===== src/rtl/cnn_sram_pkg.sv =====
// cnn_sram_pkg: shared defaults and the fetch-sequencer state type for the
// syncRAM read path.
//   DW_DEF     data width (syncRAM dataOut)
//   KAW_DEF    kernel-address width
//   PAW_DEF    pixel-address width
//   DEPTH_DEF  output FIFO entries
package cnn_sram_pkg;

    localparam int DW_DEF    = 8;
    localparam int KAW_DEF   = 4;
    localparam int PAW_DEF   = 6;
    localparam int DEPTH_DEF = 4;

    typedef enum logic [1:0] {
        IDLE  = 2'd0,
        FETCH = 2'd1,
        DRAIN = 2'd2
    } state_t;

endpackage


===== src/rtl/sram_window_fetch_if.sv =====
// sram_window_fetch_if: syncRAM read bus plus the outgoing pixel stream.
//   CS/WE/RD/kernAddr/pixAddr  fetcher -> syncRAM
//   ramData                    syncRAM -> fetcher
//   outData/outValid/outLast   fetcher -> MAC datapath
//   outReady                   MAC datapath -> fetcher
// master modport is the fetcher side, slave is the RAM/consumer side.
interface sram_window_fetch_if
    import cnn_sram_pkg::*;
#(
    parameter int DW  = DW_DEF,
    parameter int KAW = KAW_DEF,
    parameter int PAW = PAW_DEF
);

    logic           CS;
    logic           WE;
    logic           RD;
    logic [KAW-1:0] kernAddr;
    logic [PAW-1:0] pixAddr;
    logic [DW-1:0]  ramData;
    logic [DW-1:0]  outData;
    logic           outValid;
    logic           outLast;
    logic           outReady;

    modport master (
        output CS, WE, RD, kernAddr, pixAddr,
        output outData, outValid, outLast,
        input  ramData, outReady
    );

    modport slave (
        input  CS, WE, RD, kernAddr, pixAddr,
        input  outData, outValid, outLast,
        output ramData, outReady
    );

endinterface


===== src/rtl/fetch_fifo.sv =====
// fetch_fifo: DEPTH x W synchronous FIFO carrying {last,data} words.
//   Clk, Rst_n   clock, asynchronous active-low reset (storage cleared)
//   push         write push_data (accepted when not full, or full with pop)
//   pop          remove head (ignored when empty)
//   head         current head word (zero after reset)
//   empty        no entries
//   count        occupancy, used by the issuer for its credit check
module fetch_fifo #(
    parameter int W     = 9,
    parameter int DEPTH = 4
) (
    input  logic                     Clk,
    input  logic                     Rst_n,
    input  logic                     push,
    input  logic [W-1:0]             push_data,
    input  logic                     pop,
    output logic [W-1:0]             head,
    output logic                     empty,
    output logic [$clog2(DEPTH):0]   count
);

    localparam int AW = $clog2(DEPTH);

    logic [W-1:0]  mem [DEPTH];
    logic [AW-1:0] wr_ptr;
    logic [AW-1:0] rd_ptr;
    logic [AW:0]   cnt;
    logic          full;
    logic          do_push;
    logic          do_pop;

    assign full    = (cnt == (AW+1)'(DEPTH));
    assign empty   = (cnt == '0);
    assign do_pop  = pop && !empty;
    // A full FIFO still takes a push when the head leaves in the same cycle.
    assign do_push = push && (!full || do_pop);
    assign head    = mem[rd_ptr];
    assign count   = cnt;

    always_ff @(posedge Clk or negedge Rst_n) begin
        if (!Rst_n) begin
            wr_ptr <= '0;
            rd_ptr <= '0;
            cnt    <= '0;
            for (int unsigned i = 0; i < DEPTH; i++) begin
                mem[i] <= '0;
            end
        end else begin
            if (do_push) begin
                mem[wr_ptr] <= push_data;
                wr_ptr      <= wr_ptr + AW'(1);
            end
            if (do_pop) begin
                rd_ptr <= rd_ptr + AW'(1);
            end
            case ({do_push, do_pop})
                2'b10:   cnt <= cnt + (AW+1)'(1);
                2'b01:   cnt <= cnt - (AW+1)'(1);
                default: cnt <= cnt;
            endcase
        end
    end

endmodule


===== src/rtl/sram_window_fetch.sv =====
// sram_window_fetch: read-side sequencer for syncRAM. A start command walks
// pixCount consecutive pixel addresses (mod 2**PAW) in one kernel bank,
// captures the returned bytes and streams them out with a last flag.
//   Clk, Rst_n   clock, asynchronous active-low reset
//   start        launch a burst (only looked at while idle)
//   kernSel      kernel bank of the burst
//   pixBase      first pixel address
//   pixCount     words to fetch, 0 = empty burst
//   busy         burst in progress
//   done         one-cycle pulse at burst completion (busy already low)
//   bus          master side of the RAM bus and output stream
module sram_window_fetch
    import cnn_sram_pkg::*;
#(
    parameter int DW    = DW_DEF,
    parameter int KAW   = KAW_DEF,
    parameter int PAW   = PAW_DEF,
    parameter int DEPTH = DEPTH_DEF
) (
    input  logic                Clk,
    input  logic                Rst_n,
    input  logic                start,
    input  logic [KAW-1:0]      kernSel,
    input  logic [PAW-1:0]      pixBase,
    input  logic [PAW:0]        pixCount,
    output logic                busy,
    output logic                done,
    sram_window_fetch_if.master bus
);

    localparam int CW = $clog2(DEPTH) + 1;

    state_t         state, state_nx;
    logic [KAW-1:0] kern_q, kern_nx;
    logic [PAW-1:0] addr_q, addr_nx;
    logic [PAW:0]   cnt_q, cnt_nx;
    logic [PAW:0]   issued_q, issued_nx;
    logic [PAW:0]   issued_inc;
    logic           rd_q, rd_nx;
    logic           last_q, last_nx;
    logic           done_q, done_nx;

    // Flag pipe: the read presented this cycle (rd_q) returns data one edge
    // later; cap_v/cap_last mark that the returning byte is pushed next edge.
    logic           cap_v;
    logic           cap_last;

    logic [DW:0]    fifo_head;
    logic           fifo_empty;
    logic [CW-1:0]  occ;
    logic           pop;
    logic [CW:0]    outstanding;
    logic           can_issue;
    logic           drain_empty;

    fetch_fifo #(
        .W     (DW + 1),
        .DEPTH (DEPTH)
    ) u_fifo (
        .Clk       (Clk),
        .Rst_n     (Rst_n),
        .push      (cap_v),
        .push_data ({cap_last, bus.ramData}),
        .pop       (pop),
        .head      (fifo_head),
        .empty     (fifo_empty),
        .count     (occ)
    );

    assign pop         = !fifo_empty && bus.outReady;
    // Credit ignores a same-cycle pop, so the FIFO can never overflow.
    assign outstanding = {1'b0, occ} + (CW+1)'(rd_q) + (CW+1)'(cap_v);
    assign can_issue   = outstanding < (CW+1)'(DEPTH);
    // Finish when the last stored word leaves at this edge (or none left),
    // so done lands in the cycle right after the final transfer.
    assign drain_empty = !rd_q && !cap_v &&
                         ((occ == '0) || ((occ == CW'(1)) && pop));
    assign issued_inc  = issued_q + (PAW+1)'(1);

    always_comb begin
        state_nx  = state;
        kern_nx   = kern_q;
        addr_nx   = addr_q;
        cnt_nx    = cnt_q;
        issued_nx = issued_q;
        rd_nx     = 1'b0;
        last_nx   = 1'b0;
        done_nx   = 1'b0;
        case (state)
            IDLE: begin
                if (start) begin
                    kern_nx = kernSel;
                    cnt_nx  = pixCount;
                    if (pixCount == '0) begin
                        issued_nx = '0;
                        state_nx  = DRAIN;
                    end else begin
                        // First read goes out on the start edge itself.
                        rd_nx     = 1'b1;
                        addr_nx   = pixBase;
                        issued_nx = (PAW+1)'(1);
                        last_nx   = (pixCount == (PAW+1)'(1));
                        state_nx  = last_nx ? DRAIN : FETCH;
                    end
                end
            end
            FETCH: begin
                if (can_issue) begin
                    rd_nx     = 1'b1;
                    addr_nx   = addr_q + PAW'(1);
                    issued_nx = issued_inc;
                    last_nx   = (issued_inc == cnt_q);
                    if (last_nx) begin
                        state_nx = DRAIN;
                    end
                end
            end
            DRAIN: begin
                if (drain_empty) begin
                    done_nx  = 1'b1;
                    state_nx = IDLE;
                end
            end
            default: state_nx = IDLE;
        endcase
    end

    always_ff @(posedge Clk or negedge Rst_n) begin
        if (!Rst_n) begin
            state    <= IDLE;
            kern_q   <= '0;
            addr_q   <= '0;
            cnt_q    <= '0;
            issued_q <= '0;
            rd_q     <= 1'b0;
            last_q   <= 1'b0;
            done_q   <= 1'b0;
            cap_v    <= 1'b0;
            cap_last <= 1'b0;
        end else begin
            state    <= state_nx;
            kern_q   <= kern_nx;
            addr_q   <= addr_nx;
            cnt_q    <= cnt_nx;
            issued_q <= issued_nx;
            rd_q     <= rd_nx;
            last_q   <= last_nx;
            done_q   <= done_nx;
            cap_v    <= rd_q;
            cap_last <= last_q;
        end
    end

    assign busy         = (state != IDLE);
    assign done         = done_q;
    assign bus.CS       = rd_q;
    assign bus.RD       = rd_q;
    assign bus.WE       = 1'b0;
    assign bus.kernAddr = kern_q;
    assign bus.pixAddr  = addr_q;
    assign bus.outData  = fifo_head[DW-1:0];
    assign bus.outLast  = fifo_head[DW] && !fifo_empty;
    assign bus.outValid = !fifo_empty;

endmodule

===== src/flat_wrapper.sv =====
// flat-port wrapper written by rule: the top's interface ports become plain ports
module sram_window_fetch_flat import cnn_sram_pkg::*;
#(
    parameter int DW    = DW_DEF,
    parameter int KAW   = KAW_DEF,
    parameter int PAW   = PAW_DEF,
    parameter int DEPTH = DEPTH_DEF
)
  (Clk, Rst_n, start, kernSel, pixBase, pixCount, busy, done, bus_CS, bus_WE, bus_RD, bus_kernAddr, bus_pixAddr, bus_outData, bus_outValid, bus_outLast, bus_ramData, bus_outReady);
  sram_window_fetch_if #(.DW(DW), .KAW(KAW), .PAW(PAW)) bus_i ();
  input  logic Clk;
  input  logic Rst_n;
  input  logic start;
  input  logic [KAW-1:0] kernSel;
  input  logic [PAW-1:0] pixBase;
  input  logic [PAW:0] pixCount;
  output logic busy;
  output logic done;
  output wire logic [$bits(bus_i.CS)-1:0] bus_CS;
  output wire logic [$bits(bus_i.WE)-1:0] bus_WE;
  output wire logic [$bits(bus_i.RD)-1:0] bus_RD;
  output wire logic [$bits(bus_i.kernAddr)-1:0] bus_kernAddr;
  output wire logic [$bits(bus_i.pixAddr)-1:0] bus_pixAddr;
  output wire logic [$bits(bus_i.outData)-1:0] bus_outData;
  output wire logic [$bits(bus_i.outValid)-1:0] bus_outValid;
  output wire logic [$bits(bus_i.outLast)-1:0] bus_outLast;
  input wire logic [$bits(bus_i.ramData)-1:0] bus_ramData;
  input wire logic [$bits(bus_i.outReady)-1:0] bus_outReady;
  assign bus_CS = bus_i.CS;
  assign bus_WE = bus_i.WE;
  assign bus_RD = bus_i.RD;
  assign bus_kernAddr = bus_i.kernAddr;
  assign bus_pixAddr = bus_i.pixAddr;
  assign bus_outData = bus_i.outData;
  assign bus_outValid = bus_i.outValid;
  assign bus_outLast = bus_i.outLast;
  assign bus_i.ramData = bus_ramData;
  assign bus_i.outReady = bus_outReady;
  sram_window_fetch #(.DW(DW), .KAW(KAW), .PAW(PAW), .DEPTH(DEPTH)) u_core (.Clk(Clk), .Rst_n(Rst_n), .start(start), .kernSel(kernSel), .pixBase(pixBase), .pixCount(pixCount), .busy(busy), .done(done), .bus(bus_i));
endmodule

===== config.mk =====
export PLATFORM = sky130hd
export DESIGN_NAME = sram_window_fetch_flat
export DESIGN_NICKNAME = d
export VERILOG_FILES = /design/src/rtl/cnn_sram_pkg.sv /design/src/rtl/sram_window_fetch_if.sv /design/src/rtl/fetch_fifo.sv /design/src/rtl/sram_window_fetch.sv /design/src/flat_wrapper.sv
export SDC_FILE = /design/constraint.sdc
export NUM_CORES = 1
export LEC_CHECK = 0
export ABC_AREA = 1
export CAP_MARGIN = 10
export CORE_MARGIN = 1
export CORE_UTILIZATION = 54
export DETAILED_ROUTE_END_ITERATION = 7
export GPL_TIMING_DRIVEN = 0
export HOLD_SLACK_MARGIN = 0.03
export PLACE_DENSITY = 0.81
export SLEW_MARGIN = 20
export SYNTH_ARGS = -nofsm -noshare
export SYNTH_HDL_FRONTEND = slang
export SYNTH_SLANG_ARGS = --single-unit

===== constraint.sdc =====
create_clock -name Clk -period 2.6 [get_ports Clk]
set_input_delay 0.65 -clock Clk [delete_from_list [all_inputs] [get_ports Clk]]
set_output_delay 0.65 -clock Clk [all_outputs]
set_load 0.005 [all_outputs]

== Yosys cells after proc, flatten, opt, wreduce, memory -nomap -nowiden ==
Cells that the tools add are included.

* Shift operators: 0
* $add $sub $neg: 8
* Div/mod/pow operators: 0
* Reduce and logical (&&, ||, !) cells: 24
* Magnitude comparators: 4
* Equality and inequality tests: 13
* Mux-type cells: 32
* Multiply operators: 0
* Bitwise gates (word level): 2

{| class="wikitable"
|+ Operators by type and width
! cell !! count
|-
| 36-bit bitwise mux || 1
|-
| 9-bit 2-to-1 mux || 3
|-
| 9-bit binary-select mux with 2-bit select || 1
|-
| 9-bit demux with 2-bit select || 1
|-
| 6-bit 2-to-1 mux || 3
|-
| 7-bit 2-to-1 mux || 2
|-
| 7-bit case mux with 2 select lines || 1
|-
| 2-bit 2-to-1 mux || 6
|-
| 6-bit case mux with 2 select lines || 1
|-
| 1-bit 2-to-1 mux || 9
|-
| 1-bit logical AND || 8
|-
| 4-bit AND reduction || 2
|-
| 7-bit by 1-bit adder with 7-bit output (second input constant) || 1
|-
| 7-bit by 1-bit == test with 1-bit output (second input constant) || 1
|-
| 7-bit == test || 1
|-
| 7-bit zero test || 1
|-
| 6-bit by 1-bit adder with 6-bit output (second input constant) || 1
|-
| 3-bit greater-or-equal comparator (second input constant) || 2
|-
| 2-bit by 1-bit != test with 1-bit output (second input constant) || 3
|-
| 2-bit NOT with 3-bit output || 2
|-
| 2-bit case mux with 3 select lines || 1
|-
| 3-bit case mux with 2 select lines || 1
|-
| 2-bit nonzero test || 3
|-
| 2-bit by 1-bit adder with 2-bit output (second input constant) || 2
|-
| other kinds (18) || 26
|}

* Memory bits (writable): 0
* Memories: 0
* Register bits after elaboration: 74
* Output and inout port bits: 25
* Bits in latches: 0
* ROM bits: 0

== Longest topological paths before layout ==
* Depth after elaboration: 8
* Depth in mapped cells: 14
* Mapped depth without buffers: 14

== Modules after synthesis ==
A second synthesis with hierarchy kept.

* Cell total of the unflattened synthesis: 478
* Area total of the unflattened synthesis: 3,856.2 um^2

{| class="wikitable"
|+ By module, submodules not included
! module !! seq. area each (um^2) !! cells an instance !! instances !! area each (um^2)
|-
| fetch_fifo || 1,076.0 || 259 || 1 || 2,178.3
|-
| sram_window_fetch || 775.7 || 219 || 1 || 1,677.9
|}

== Worst setup path before layout ==
Ideal clock, no wire load.

* Kind: reg-to-reg
* Start: register u_core.u_fifo.cnt[0], in the netlist u_core.u_fifo.count[0]
* End: register u_core.u_fifo.cnt[2], in the netlist u_core.u_fifo.count[2]
* Buffers on the path: 0
* Slack: 698 ps
* Library setup time: 118 ps
* Stages on the path, launching flop included: 10
* Arrival: 1,784 ps
* Period minus slack after synthesis: 1,902 ps
* Cells stage by stage: dfrtp_1 > inv_1 > ha_1 > a31oi_4 > inv_1 > ha_1 > nor2_1 > o21ai_0 > xor2_1 > inv_1

* Word-level cells in the longest chain between the ends: 8

{| class="wikitable"
|+ Ends and longest elaborated chain
! element !! RTL line !! source
|-
| from (decl) || fetch_fifo.sv:27 || <nowiki>logic [AW:0] cnt;</nowiki>
|-
| from (signal assigned) || fetch_fifo.sv:57 || <nowiki>2'b10: cnt <= cnt + (AW+1)'(1);</nowiki>
|-
| from (signal assigned) || fetch_fifo.sv:58 || <nowiki>2'b01: cnt <= cnt - (AW+1)'(1);</nowiki>
|-
| from (signal assigned) || fetch_fifo.sv:59 || <nowiki>default: cnt <= cnt;</nowiki>
|-
| 3-bit zero test || fetch_fifo.sv:33 || <nowiki>assign empty = (cnt == '0);</nowiki>
|-
| 1-bit zero test || fetch_fifo.sv:34, sram_window_fetch.sv:70 ||
|-
| 1-bit logical AND || sram_window_fetch.sv:70 || <nowiki>assign pop = !fifo_empty && bus.outReady;</nowiki>
|-
| 1-bit logical AND || fetch_fifo.sv:34 || <nowiki>assign do_pop = pop && !empty;</nowiki>
|-
| 1-bit logical OR || fetch_fifo.sv:36 || <nowiki>assign do_push = push && (!full || do_pop);</nowiki>
|-
| 1-bit logical AND || fetch_fifo.sv:36 ||
|-
| 2-bit by 1-bit == test with 1-bit output / 2-bit == test (equally long branches) || fetch_fifo.sv:56 || <nowiki>case ({do_push, do_pop})</nowiki>
|-
| 3-bit case mux with 2 select lines / 2-bit nonzero test (equally long branches) || -- ||
|}

Several ways; a longest one is shown, not always the timed one.
A chain may end at the register's enable or synchronous reset.

== Final worst setup path ==
* Start: register u_core.u_fifo.rd_ptr[0]
* End: output bus_outLast

* Word-level cells in the longest chain between the ends: 5

{| class="wikitable"
|+ Ends and longest elaborated chain
! element !! RTL line !! source
|-
| from (decl) || fetch_fifo.sv:26 || <nowiki>logic [AW-1:0] rd_ptr;</nowiki>
|-
| from (signal assigned) || fetch_fifo.sv:54 || <nowiki>rd_ptr <= rd_ptr + AW'(1);</nowiki>
|-
| 2-bit NOT with 3-bit output (implied by the code) || fetch_fifo.sv:37 || <nowiki>assign head = mem[rd_ptr];</nowiki>
|-
| 9-bit binary-select mux with 2-bit select || fetch_fifo.sv:37 ||
|-
| 9-bit 2-to-1 mux (implied by the code) (2 in a row) || fetch_fifo.sv:37 ||
|-
| 1-bit logical AND || sram_window_fetch.sv:162 || <nowiki>assign bus.outLast = fifo_head[DW] && !fifo_empty;</nowiki>
|-
| to (decl) || flat_wrapper.sv:26 || <nowiki>output wire logic [$bits(bus_i.outLast)-1:0] bus_outLast;</nowiki>
|}

No other way between the ends. The select of a mux whose other input is x is not followed.

==> flow_metrics.env <==
export IMPL_status="finished with violations"
export IMPL_violations="design-rule violations"
export IMPL_synth_cell_area_um2=3681
export IMPL_ff2ff_path_depth=9
export IMPL_r2r_end="u_core.u_fifo.count[2]$_DFFE_PN0P_"
export IMPL_busiest_layer="met2"
export IMPL_clk_latency_ns=0.35
export IMPL_core_area_um2=6459
export IMPL_ys_flop_type="dfrtp_1"
export IMPL_grt_pass1_wl_mm=14.49
export IMPL_cp_arrival_ns=1.91
export IMPL_worst_setup_path_start_kind="flip-flop"
export IMPL_die_w_um=84.57
export IMPL_p_total_mw=5.642
export IMPL_global_route_usage_met2_pct=40.95
export IMPL_met1_usage_pct=34.76
export IMPL_p_int_mw=3.365
export IMPL_fin_skew_ns=0.01003
export IMPL_clock_sinks=74
export IMPL_maxCapViolations=0
export IMPL_nFillCells=497
export IMPL_slew_viol_final=0
export IMPL_rows=29
export IMPL_hold_slack_ns=0.2684
export IMPL_n_antenna_cell=0
export IMPL_gr_usage_all_layers_pct=25.93
export IMPL_wl_mm=8.457
export IMPL_synth_edf_count=0
export IMPL_fin_crit_sh_pct=98.51
export IMPL_place_area_um2=4315
export IMPL_final_setup_viol_count=0
export IMPL_start_util_pct=56.99
export IMPL_slowest_stage="clkdlybuf4s50_1"
export IMPL_syn_inst=447
export IMPL_seqPwrFrac_pct=35.3
export IMPL_r2r_start="u_core.u_fifo.count[1]$_DFFE_PN0P_"
export IMPL_cts_tree="done"
export IMPL_avgSynthCellArea_um2=8.235
export IMPL_gp_congestion=0.8420
export IMPL_synthDistinctLibCells=32
export IMPL_antenna_found_initial=0
export IMPL_r2r_slack_ns=0.56
export IMPL_yosysTopAreaCell="dfrtp_1"
export IMPL_clk_pin_slew_ns=0.08
export IMPL_grt_pass1_vias=3188
export IMPL_synth_top_area_share_pct=50.31
export IMPL_hold_violations=0
export IMPL_clock_power_share_pct=16.5
export IMPL_io_pins=54
export IMPL_ir_worst_vdd_v=0.0006872
export IMPL_htree_num_levels=3
export IMPL_hold_path_class="in2async"
export IMPL_cts_root_buf="clkbuf_8"
export IMPL_yosysWarnings=0
export IMPL_combinationalPowerShare_pct=48.2
export IMPL_synthTopCellsByArea="dfrtp_1 (50%), nand2_1 (11%), o21ai_0 (10%)"
export IMPL_layout_min_cycle_time_ns=2.561
export IMPL_cts_buffer_depth=2
export IMPL_async_flop_share_pct=100.0
export IMPL_switching_power_mw=2.277
export IMPL_grt_overflow_total=0
export IMPL_grt_max_degree=40
export IMPL_die_area_um2=7151
export IMPL_powerDensity_nw_per_um2=1228
export IMPL_ys_ff_latch=74
export IMPL_utilization_pct=71.15
export IMPL_slowest_delay_ns=0.45
export IMPL_ys_seq_area_share_pct=50.31
export IMPL_use_met3_pct=5.211
export IMPL_final_nets=556
export IMPL_dp_hpwl_mm=5.766
export IMPL_dr_first_iter_drc_count=250
export IMPL_cp_num_buf_inv=3
export IMPL_cp_max_fo=6
export IMPL_ant_nets=0
export IMPL_fp_dieH_um=84.57
export IMPL_slew_headroom_pct=65.53
export IMPL_synth_nets=488
export IMPL_cts_hold_buf=0
export IMPL_worstPathRequired_ns=1.95
export IMPL_finalNonFillerCells=597
export IMPL_num_vias=3231
export IMPL_final_common_cell="nand2_1"
export IMPL_path_cells="clkinvlp_4, buf_4, o21ai_0, a21oi_2, clkdlybuf4s50_1"
export IMPL_dp_cells=577
export IMPL_critPathCaptureType="output port"
export IMPL_layout_common_cells="nand2_1 (105), o21ai_0 (74), dfrtp_1 (73), clkdlybuf4s50_1 (51), inv_1 (46)"
export IMPL_fmax_ghz=0.3904
export IMPL_dr_pass1_iters=7
export IMPL_drive_gt1_share_pct=10.77
export IMPL_area_delta_synth_final_pct=24.85
export IMPL_drc=3
export IMPL_io_buffer_count=52
export IMPL_path_class="reg2out"
export IMPL_switching_share_pct=40.35
export IMPL_tightest_slew_ns=0.5170
export IMPL_numCtsBuffers=9
export IMPL_cpLargestDelayFamily="buffers and inverters"
export IMPL_routedWlPerCell_um=14.17
export IMPL_fin_area_um2=4596
export IMPL_p_leak_nw=2.201
export IMPL_routed_via_density=5.412
## logic make-up after synthesis
family | count (synthesis) | synth area share, %
flip-flops | 74 | 50.31
multiplexers | 1 | 0.4078
XOR/XNOR | 6 | 1.428
AND/OR/NAND/NOR | 191 | 22.20
other | 1 | 0.1019
adder cells (fa/ha/maj) | 12 | 4.079
buffers and inverters | 64 | 7.138
AO/OA/AOI/OAI | 98 | 14.34
## through the flow
stage | setup TNS, ns | worst slack [ns]
5_1_grt | -0.05524 | -0.05524
3_3_place_gp | -123.79 | -1.676
3_5_place_dp | 0 | 0.1053
4_1_cts | 0 | 0.008201
2_1_floorplan | 0 | 0.6982
6_report | 0 | 0.03866
## routing by layer
layer,share of wire [%],vias to the layer above
met5,0,-
met4,2.6,0
met3,5.3,22
met2,47,109
met1,45,1511
li1,-,1589
## synthesized netlist by cell type (all sizes together), types with 6 or more instances
cell,number
clkbuf,9
o21ai,77
dfrtp,74
nand2,113
a31oi,7
buf,6
inv,48
nor2,44
o22ai,8
nand3,20
nand4,6
a21oi,6
ha,12
## worst max-delay path by stage
stage	start	endpoint	slack (ns)	depth (start not counted)
final	u_core.u_fifo.rd_ptr[0]$_DFFE_PN0P_	bus_outLast	0.04	5
after detailed placement	bus_outReady	u_core.u_fifo.count[2]$_DFFE_PN0P_	0.11	9
after CTS	u_core.u_fifo.rd_ptr[0]$_DFFE_PN0P_	bus_outData[7]	0.008	5
after global routing	u_core.u_fifo.rd_ptr[0]$_DFFE_PN0P_	bus_outLast	-0.06	5
after floorplan	u_core.u_fifo.count[0]$_DFFE_PN0P_	u_core.u_fifo.count[2]$_DFFE_PN0P_	0.70	9
after global placement	Rst_n	u_core.bus.pixAddr[4]$_DFFE_PN0P_	-1.68	1
## worst reg2reg max path, stage by stage (launching register included)
cell and delay [ns]:
dfrtp_1 0.38, inv_1 0.10, ha_2 0.22, a31oi_4 0.32, inv_1 0.08, ha_1 0.36
nor2_1 0.12, o21ai_0 0.12, xor2_1 0.18, inv_1 0.06
## power groups by stage
stage | logic [mW] | clock network (mW) | registers, mW
final | 2.72 | 0.931 | 1.99
after global routing | 3.07 | 0.992 | 2.04
after CTS | 2.64 | 0.940 | 1.97
after detailed placement | 2.56 | 0 | 1.99
after global placement | 2.48 | 0 | 1.98
after floorplan | 1.63 | 0 | 1.92
## registers in the layout, summed over array words and instances, names as in the netlist
signal,cells
u_core.bus.CS,1
u_core.bus.kernAddr,4
u_core.u_fifo.wr_ptr,2
u_core.state,2
u_core.u_fifo.mem,36
u_core.cap_last,1
u_core.last_q,1
u_core.cnt_q,7
u_core.u_fifo.count,3
u_core.bus.pixAddr,6
u_core.cap_v,1
u_core.u_fifo.rd_ptr,2
u_core.done,1
u_core.issued_q,7
## timing repair
action,CTS,global route
setup endpoints to repair,10,10
resized for setup,8,10
setup buffers,1,3
pin swaps,0,1
## layout make-up
cell class / count / area [um2] / share of cell area, %
sequential: 74 / 1853 / 40.32
multi-input combinational: 309 / 1580 / 34.39
timing repair buffer: 57 / 568.0 / 12.36
inverter: 49 / 187.7 / 4.084
clock buffer: 9 / 123.9 / 2.695
buffer: 15 / 103.9 / 2.260
tap: 77 / 96.34 / 2.096
clock inverter: 7 / 82.58 / 1.797
No activity file was read; power rests on OpenSTA's default activity.
